$ cat config.mk
export PLATFORM = sky130hd
export DESIGN_NAME = fifo_drain_stage
export DESIGN_NICKNAME = d
export VERILOG_FILES = /design/src/rtl/fifo_drain_stage.sv
export SDC_FILE = /design/constraint.sdc
export NUM_CORES = 1
export LEC_CHECK = 0
export ABC_AREA = 1
export CAP_MARGIN = 20
export CORE_AREA = 4 4 119 121
export CTS_CLUSTER_DIAMETER = 100
export DETAILED_ROUTE_END_ITERATION = 12
export DIE_AREA = 0 0 123 125
export GPL_TIMING_DRIVEN = 0
export HOLD_SLACK_MARGIN = 0.06
export SETUP_SLACK_MARGIN = 0.4
export SLEW_MARGIN = 20
export SYNTH_ARGS = -nofsm -noshare
export SYNTH_HDL_FRONTEND = slang
export SYNTH_SLANG_ARGS = --single-unit
$ cat constraint.sdc
create_clock -name clk -period 3.4 [get_ports clk]
set_input_delay 0.85 -clock clk [delete_from_list [all_inputs] [get_ports clk]]
set_output_delay 0.85 -clock clk [all_outputs]
set_load 0.01 [all_outputs]
$ cat src/rtl/fifo_drain_stage.sv
// Drains a pop/empty FIFO into a registered valid/ready stream through a 2-entry skid buffer.
// fifo_pop never depends on out_ready, so downstream backpressure has no combinational path upstream.
//
// state   | meaning
// --------+------------------------------------------------
// S_EMPTY | nothing buffered, out_valid_r low
// S_ONE   | head word on out_data_r, skid register free
// S_TWO   | head word on out_data_r plus one word in skid
module fifo_drain_stage #(
    parameter int W = 32
) (
    input  logic         clk,
    input  logic         rst,
    input  logic         fifo_empty_r,
    output logic         fifo_pop,
    input  logic [W-1:0] fifo_pop_data,
    input  logic         flush,
    output logic         out_valid_r,
    output logic [W-1:0] out_data_r,
    input  logic         out_ready,
    output logic [1:0]   count_r
);

    typedef enum logic [1:0] {
        S_EMPTY = 2'd0,
        S_ONE   = 2'd1,
        S_TWO   = 2'd2
    } state_t;

    state_t         state_q;
    state_t         state_d;
    logic [W-1:0]   head_d;
    logic [W-1:0]   skid_q;
    logic [W-1:0]   skid_d;
    logic [1:0]     count_d;
    logic           deq;

    // Popping is refused only when both slots are full, which is what keeps the pop path free of out_ready.
    assign fifo_pop = ~rst & ~flush & ~fifo_empty_r & (state_q != S_TWO);
    assign deq      = out_valid_r & out_ready;

    always_comb begin
        state_d = state_q;
        head_d  = out_data_r;
        skid_d  = skid_q;
        case (state_q)
            S_EMPTY: begin
                if (fifo_pop) begin
                    state_d = S_ONE;
                    head_d  = fifo_pop_data;
                end
            end
            S_ONE: begin
                if (fifo_pop && deq) begin
                    head_d = fifo_pop_data;
                end else if (fifo_pop) begin
                    state_d = S_TWO;
                    skid_d  = fifo_pop_data;
                end else if (deq) begin
                    state_d = S_EMPTY;
                end
            end
            S_TWO: begin
                if (deq) begin
                    state_d = S_ONE;
                    head_d  = skid_q;
                end
            end
            default: state_d = S_EMPTY;
        endcase
        // Flush discards buffered words; a deq in the same cycle still counts as delivered downstream.
        if (flush) begin
            state_d = S_EMPTY;
        end
    end

    always_comb begin
        count_d = 2'd0;
        case (state_d)
            S_ONE:   count_d = 2'd1;
            S_TWO:   count_d = 2'd2;
            default: count_d = 2'd0;
        endcase
    end

    always_ff @(posedge clk) begin
        if (rst) begin
            state_q     <= S_EMPTY;
            out_valid_r <= 1'b0;
            out_data_r  <= '0;
            skid_q      <= '0;
            count_r     <= 2'd0;
        end else begin
            state_q     <= state_d;
            out_valid_r <= (state_d != S_EMPTY);
            out_data_r  <= head_d;
            skid_q      <= skid_d;
            count_r     <= count_d;
        end
    end

    a_no_pop_when_empty: assert property (@(posedge clk) disable iff (rst)
        !(fifo_pop && fifo_empty_r));

    a_count_range: assert property (@(posedge clk) disable iff (rst)
        count_r <= 2'd2);

    a_stable_backpressure: assert property (@(posedge clk) disable iff (rst)
        (out_valid_r && !out_ready && !flush) |=> (out_valid_r && $stable(out_data_r)));

endmodule
==> results of run 1 <==
==> kinds of logic after synthesis <==
| kind of cell | Yosys count |
|---|---|
| AOI/OAI and AO/OA | 37 |
| buffers and inverters | 73 |
| DFF | 69 |
| and+or+nand+nor | 303 |
==> Yosys cell counts (2+ instances only) <==
library cell,n
nor2_1,129
nand2_1,100
dfxtp_1,69
nand3_1,64
inv_1,37
o21ai_0,33
buf_2,9
clkbuf_1,9
buf_6,8
buf_4,6
a21oi_1,3
nand2_2,3
and3_1,2
inv_2,2
==> metal layers <==
| metal | vias to the layer above | routed length (um) | track usage [%] |
|---|---|---|---|
| met1 | 1366 | 4100 | 15.0 |
| li1 | 1662 | - | - |
| met5 | - | 0 | 0 |
| met2 | 75 | 4150 | 19.9 |
| met4 | 0 | 95 | 4.69 |
| met3 | 9 | 550 | 4.11 |
==> worst max-delay path, stage by stage <==
cell and delay (ns):
clkdlybuf4s50_1 0.47, nor2_2 0.16, nand2_1 0.10, a21oi_1 0.13, dlygate4sd2_1 0.30
==> placed cells by master, fill, tap and decap left out, types with 4 or more instances in the layout <==
cell / instances
clkbuf_1: 9
nand3_1: 64
buf_6: 8
inv_1: 37
nand2_1: 100
clkbuf_16: 9
bufinv_16: 4
nor2_1: 129
o21ai_0: 33
buf_2: 9
clkdlybuf4s50_1: 71
buf_4: 6
dfxtp_1: 69
==> state kept, by name (all words and copies together), names as in the netlist <==
register,cells
count_r,2
skid_q,32
out_valid_r,1
state_q,2
out_data_r,32
==> what timing repair did <==
item	in CTS	in global routing
gates resized for setup	1	0
setup endpoints to repair	1	0
hold endpoints to repair	0	0
hold buffers	0	0
==> final timing paths <==
check | start | end | slack (ns) | cells after the start
min | out_data_r[7]$_SDFFE_PP0P_ | out_data_r[7]$_SDFFE_PP0P_ | 0.48 | 2
max | rst | fifo_pop | 0.55 | 5
min reg2reg | out_data_r[7]$_SDFFE_PP0P_ | out_data_r[7]$_SDFFE_PP0P_ | 0.48 | 2
max reg2reg | state_q[0]$_SDFF_PP0_ | skid_q[26]$_SDFFE_PP0P_ | 1.94 | 6
==> stage by stage <==
stage	util, %	power [W]
final	34.5	0.00222
after global routing	34.5	0.00232
after CTS	34.5	0.00225
after detailed placement	31.7	0.00109
after global placement	31.7	0.00109
after floorplan	-	0.000972
==> area by class of cell <==
class,count,area [um2],share of cell area [%]
buffer,32,214,4.73
tap,176,220,4.87
clock inverter,6,134,2.96
inverter,41,159,3.52
timing repair buffer,72,719,15.9
sequential,69,1380,30.6
multi-input combinational,340,1450,32.2
clock buffer,10,239,5.29
==> power by group <==
part / internal [W] / switching (W) / leakage [nW]
clock: 0.000810 / 0.000338 / 0.183
combinational: 0.000116 / 0.000108 / 1.28
sequential: 0.000833 / 0.0000117 / 0.560
==> impl_metrics.json, run 1 <==
{
  "synth_xor_area_share_pct": 0,
  "critPathKind": "in -> out",
  "synth_top_area_share_pct": 43.1,
  "synth_seq_cells": 69,
  "vias": 3112,
  "postRouteWirelength_um": 8900,
  "die-area_um2": 15400,
  "relSlewSlack_pct": 70.6,
  "worstSetupEndpointType": "output pin",
  "synth_cells": 482,
  "fp.dieH_um": 125,
  "grt_max_degree": 13,
  "detailedPlace.worstSlack_ns": 0.239,
  "grt_pass1_vias": 3164,
  "finalNetCount": 602,
  "min_path_type": "reg -> reg",
  "path_max_fanout": 3,
  "ys_seq_area_share_pct": 43.1,
  "power_leakage_nw": 2.02,
  "synth_compound_area_share_pct": 6.12,
  "cp-start-kind": "input pin",
  "synth_largest_area_cell": "dfxtp_1",
  "finalHoldViolCount": 0,
  "drt_iter0_drc": 131,
  "fmax_ghz": 0.351,
  "fin_crit_ns": 2.85,
  "viasPerCell": 4.17,
  "clock_sinks": 69,
  "clockBufferDepth": 2,
  "io_pins": 73,
  "synth_cell_type_count": 22,
  "synthMuxAreaShare_pct": 0,
  "start_util_pct": 24.5,
  "grt.total_usage_pct": 12.3,
  "antenna_found_initial": 0,
  "skew_ns": 0.00408,
  "dp_hpwl_um": 6690,
  "clk_pin_slew_ns": 0.05,
  "ant_nets": 0,
  "diodes": 0,
  "setup_tns_ns": 0,
  "synth_top_family_by_area": "simple AND/OR/NAND/NOR gates",
  "num_rows": 42,
  "cts_made_buffers": 9,
  "synth_nets": 519,
  "max-vdd-ir-drop_v": 0.000269,
  "drive_gt1_share_pct": 8.77,
  "setup_viol": 0,
  "avgSynthCellArea_um2": 6.66,
  "p_per_area_nw_per_um2": 490,
  "globalRouteOverflowTotal": 0,
  "synthSimpleGateAreaFrac_pct": 39.2,
  "cts_setup_buffers": 0,
  "rsz0062_at_grt": "false",
  "postPlaceCellArea_um2": 4150,
  "cp.required_ns": 2.55,
  "worst_slack_ns": 0.549,
  "h-tree-depth": 3,
  "ys_async_sr_fraction_pct": 0,
  "final_area_um2": 4520,
  "routabilityCongestion": 0.756,
  "cp.arrival_ns": 2.00,
  "clk_latency_ns": 0.33,
  "cts_tree": "done",
  "yosysWarnings": 0,
  "period_share_pct": 83.9,
  "status": "finished, final reports clean",
  "synth_edf_count": 0,
  "root_buffer": "clkbuf_16",
  "drc": 0,
  "drv_slew": 0,
  "yosys.area_share.adder_pct": 0,
  "ys_top_cells_by_area": "dfxtp_1 (43%), nor2_1 (15%), nand2_1 (12%)",
  "dp_cells": 730,
  "cap_viol_max_count": 0,
  "worst_pin_slew_ns": 0.441,
  "port_buffers": 72,
  "synth_area_um2": 3210,
  "grt_pass1_wl_um": 15000,
  "die_x_um": 123,
  "coreArea_um2": 13100,
  "fin_cells": 746,
  "first_pass_iters": 4,
  "yosys_most_used_dff": "dfxtp_1",
  "fill_cells": 1386,
  "hold_ws_ns": 0.478,
  "wl_per_cell_um": 11.9,
  "syn_to_final_growth_pct": 40.9
}
(Power assumes the default switching activity.)
==> run 2: changes to the inputs <==
- clock period: 3.4 -> 2.62 ns (I/O delays scaled with it)
==> run 2 against run 1 <==
Effect of this change:
- via count is 0.84% higher
- count of clock-buffer cells in the layout did not move
- critical endpoint unchanged
- final cell count is 0.27% higher
- global-route usage increased by 0.084 points
- hold slack is the same
- critical path depth unchanged
- sequential power rose by 30%
- core utilization rose by 0.13 points
- combinational power increased by 31%
- first-iteration DRC count grew 3.1%
==> impl_metrics.json, run 2 (synthesized netlist as in run 1, its figures left out) <==
{
  "status": "finished, final reports clean",
  "start_util_pct": 24.5,
  "skew_ns": 0.00408,
  "grt_pass1_wl_um": 15100,
  "clockBufferDepth": 2,
  "vias": 3138,
  "fill_cells": 1387,
  "coreArea_um2": 13100,
  "setup_viol": 0,
  "antenna_found_initial": 0,
  "cp.required_ns": 1.97,
  "syn_to_final_growth_pct": 41.5,
  "globalRouteOverflowTotal": 0,
  "num_rows": 42,
  "drt_iter0_drc": 135,
  "postPlaceCellArea_um2": 4150,
  "cts_tree": "done",
  "finalNetCount": 604,
  "first_pass_iters": 5,
  "reg.largest.list": "out_data_r: 32 flops, skid_q: 32 flops",
  "drive_gt1_share_pct": 9.79,
  "fp.dieH_um": 125,
  "max-vdd-ir-drop_v": 0.000349,
  "path_max_fanout": 3,
  "h-tree-depth": 3,
  "final_area_um2": 4540,
  "dp_hpwl_um": 6690,
  "reg2regPathDepth": 6,
  "cp-start-kind": "input pin",
  "grt.total_usage_pct": 12.4,
  "grt_max_degree": 13,
  "power_leakage_nw": 2.04,
  "wl_per_cell_um": 11.9,
  "ant_nets": 0,
  "period_share_pct": 78.6,
  "relSlewSlack_pct": 70.6,
  "worst_pin_slew_ns": 0.441,
  "clk_latency_ns": 0.33,
  "mostFrequentLayoutCells": "nor2_1 (129), nand2_1 (99), dfxtp_1 (69), clkdlybuf4s50_1 (68), nand3_1 (64)",
  "die_x_um": 123,
  "fmax_ghz": 0.485,
  "cap_viol_max_count": 0,
  "clk_pin_slew_ns": 0.05,
  "fin_crit_ns": 2.06,
  "drv_slew": 0,
  "holdPathStages": 2,
  "critPathKind": "in -> out",
  "port_buffers": 72,
  "final_common_cell": "nor2_1",
  "viasPerCell": 4.20,
  "die-area_um2": 15400,
  "diodes": 0,
  "clock_sinks": 69,
  "postRouteWirelength_um": 8930,
  "cp.arrival_ns": 1.40,
  "drc": 0,
  "grt_pass1_vias": 3174,
  "worstSetupEndpointType": "output pin",
  "p_per_area_nw_per_um2": 634,
  "min_path_type": "reg -> reg",
  "crit_chain": "dlygate4sd2_1 -> nor2_2 -> nand2_2 -> a21oi_2 -> buf_2",
  "rsz0062_at_grt": "false",
  "slowest_delay_ns": 0.27,
  "cts_made_buffers": 9,
  "setup_tns_ns": 0,
  "multi_input_area_um2": 1460,
  "io_pins": 73,
  "routabilityCongestion": 0.756,
  "seqCellArea_um2": 1380,
  "worst_path_max_delay_cell": "dlygate4sd2_1",
  "root_buffer": "clkbuf_16",
  "finalHoldViolCount": 0
}
## run 2: final cells by class
class | instances | area share [%]
inverter | 41 | 3.50
sequential | 69 | 30.4
clock inverter | 6 | 2.95
timing repair buffer | 74 | 16.1
multi-input combinational | 340 | 32.2
clock buffer | 10 | 5.27
tap | 176 | 4.85
buffer | 32 | 4.71
## run 2: critical path: cells and delay by family
kind,cells,cell delay (ns)
buffers and inverters,2,0.42
and+or+nand+nor,2,0.23
AOI/OAI and AO/OA,1,0.11
## run 2: what timing repair did
action / CTS / global route
resized for setup: 8 / 2
setup buffers: 1 / 1
hold buffers: 0 / 0
endpoints found under the setup margin: 1 / 1
pin swaps: 1 / 0
## run 2: per-stage QoR
step / instances / hold WS (ns) / utilization (%) / total power (W) / setup slack [ns]
finish: 748 / 0.478 / 34.7 / 0.00288 / 0.560
global route: 748 / 0.505 / 34.7 / 0.00301 / 0.474
CTS: 747 / 0.486 / 34.6 / 0.00292 / 0.407
detailed placement: 730 / 0.474 / 31.7 / 0.00141 / -0.151
global placement: 730 / 0.463 / 31.7 / 0.00141 / -0.124
floorplan: 482 / 0.455 / - / 0.00126 / 0.904
## run 2: layer usage
metal / global-route usage (%) / vias up / wire length, um
met5: 0 / - / 0
met4: 4.69 / 0 / 104
met1: 15.2 / 1390 / 4130
li1: - / 1663 / -
met3: 4.11 / 10 / 526
met2: 20.0 / 75 / 4170
## run 2: power breakdown
part | internal [W] | switching, W
clock | 0.00105 | 0.000438
combinational | 0.000152 | 0.000142
sequential | 0.00108 | 0.0000151
## run 2: worst paths after layout
path	startpoint	end	slack [ns]
setup / recovery	rst	fifo_pop	0.56
hold / removal	out_data_r[7]$_SDFFE_PP0P_	out_data_r[7]$_SDFFE_PP0P_	0.48
setup reg to reg	state_q[1]$_SDFF_PP0_	skid_q[26]$_SDFFE_PP0P_	1.16
hold reg to reg	out_data_r[7]$_SDFFE_PP0P_	out_data_r[7]$_SDFFE_PP0P_	0.48
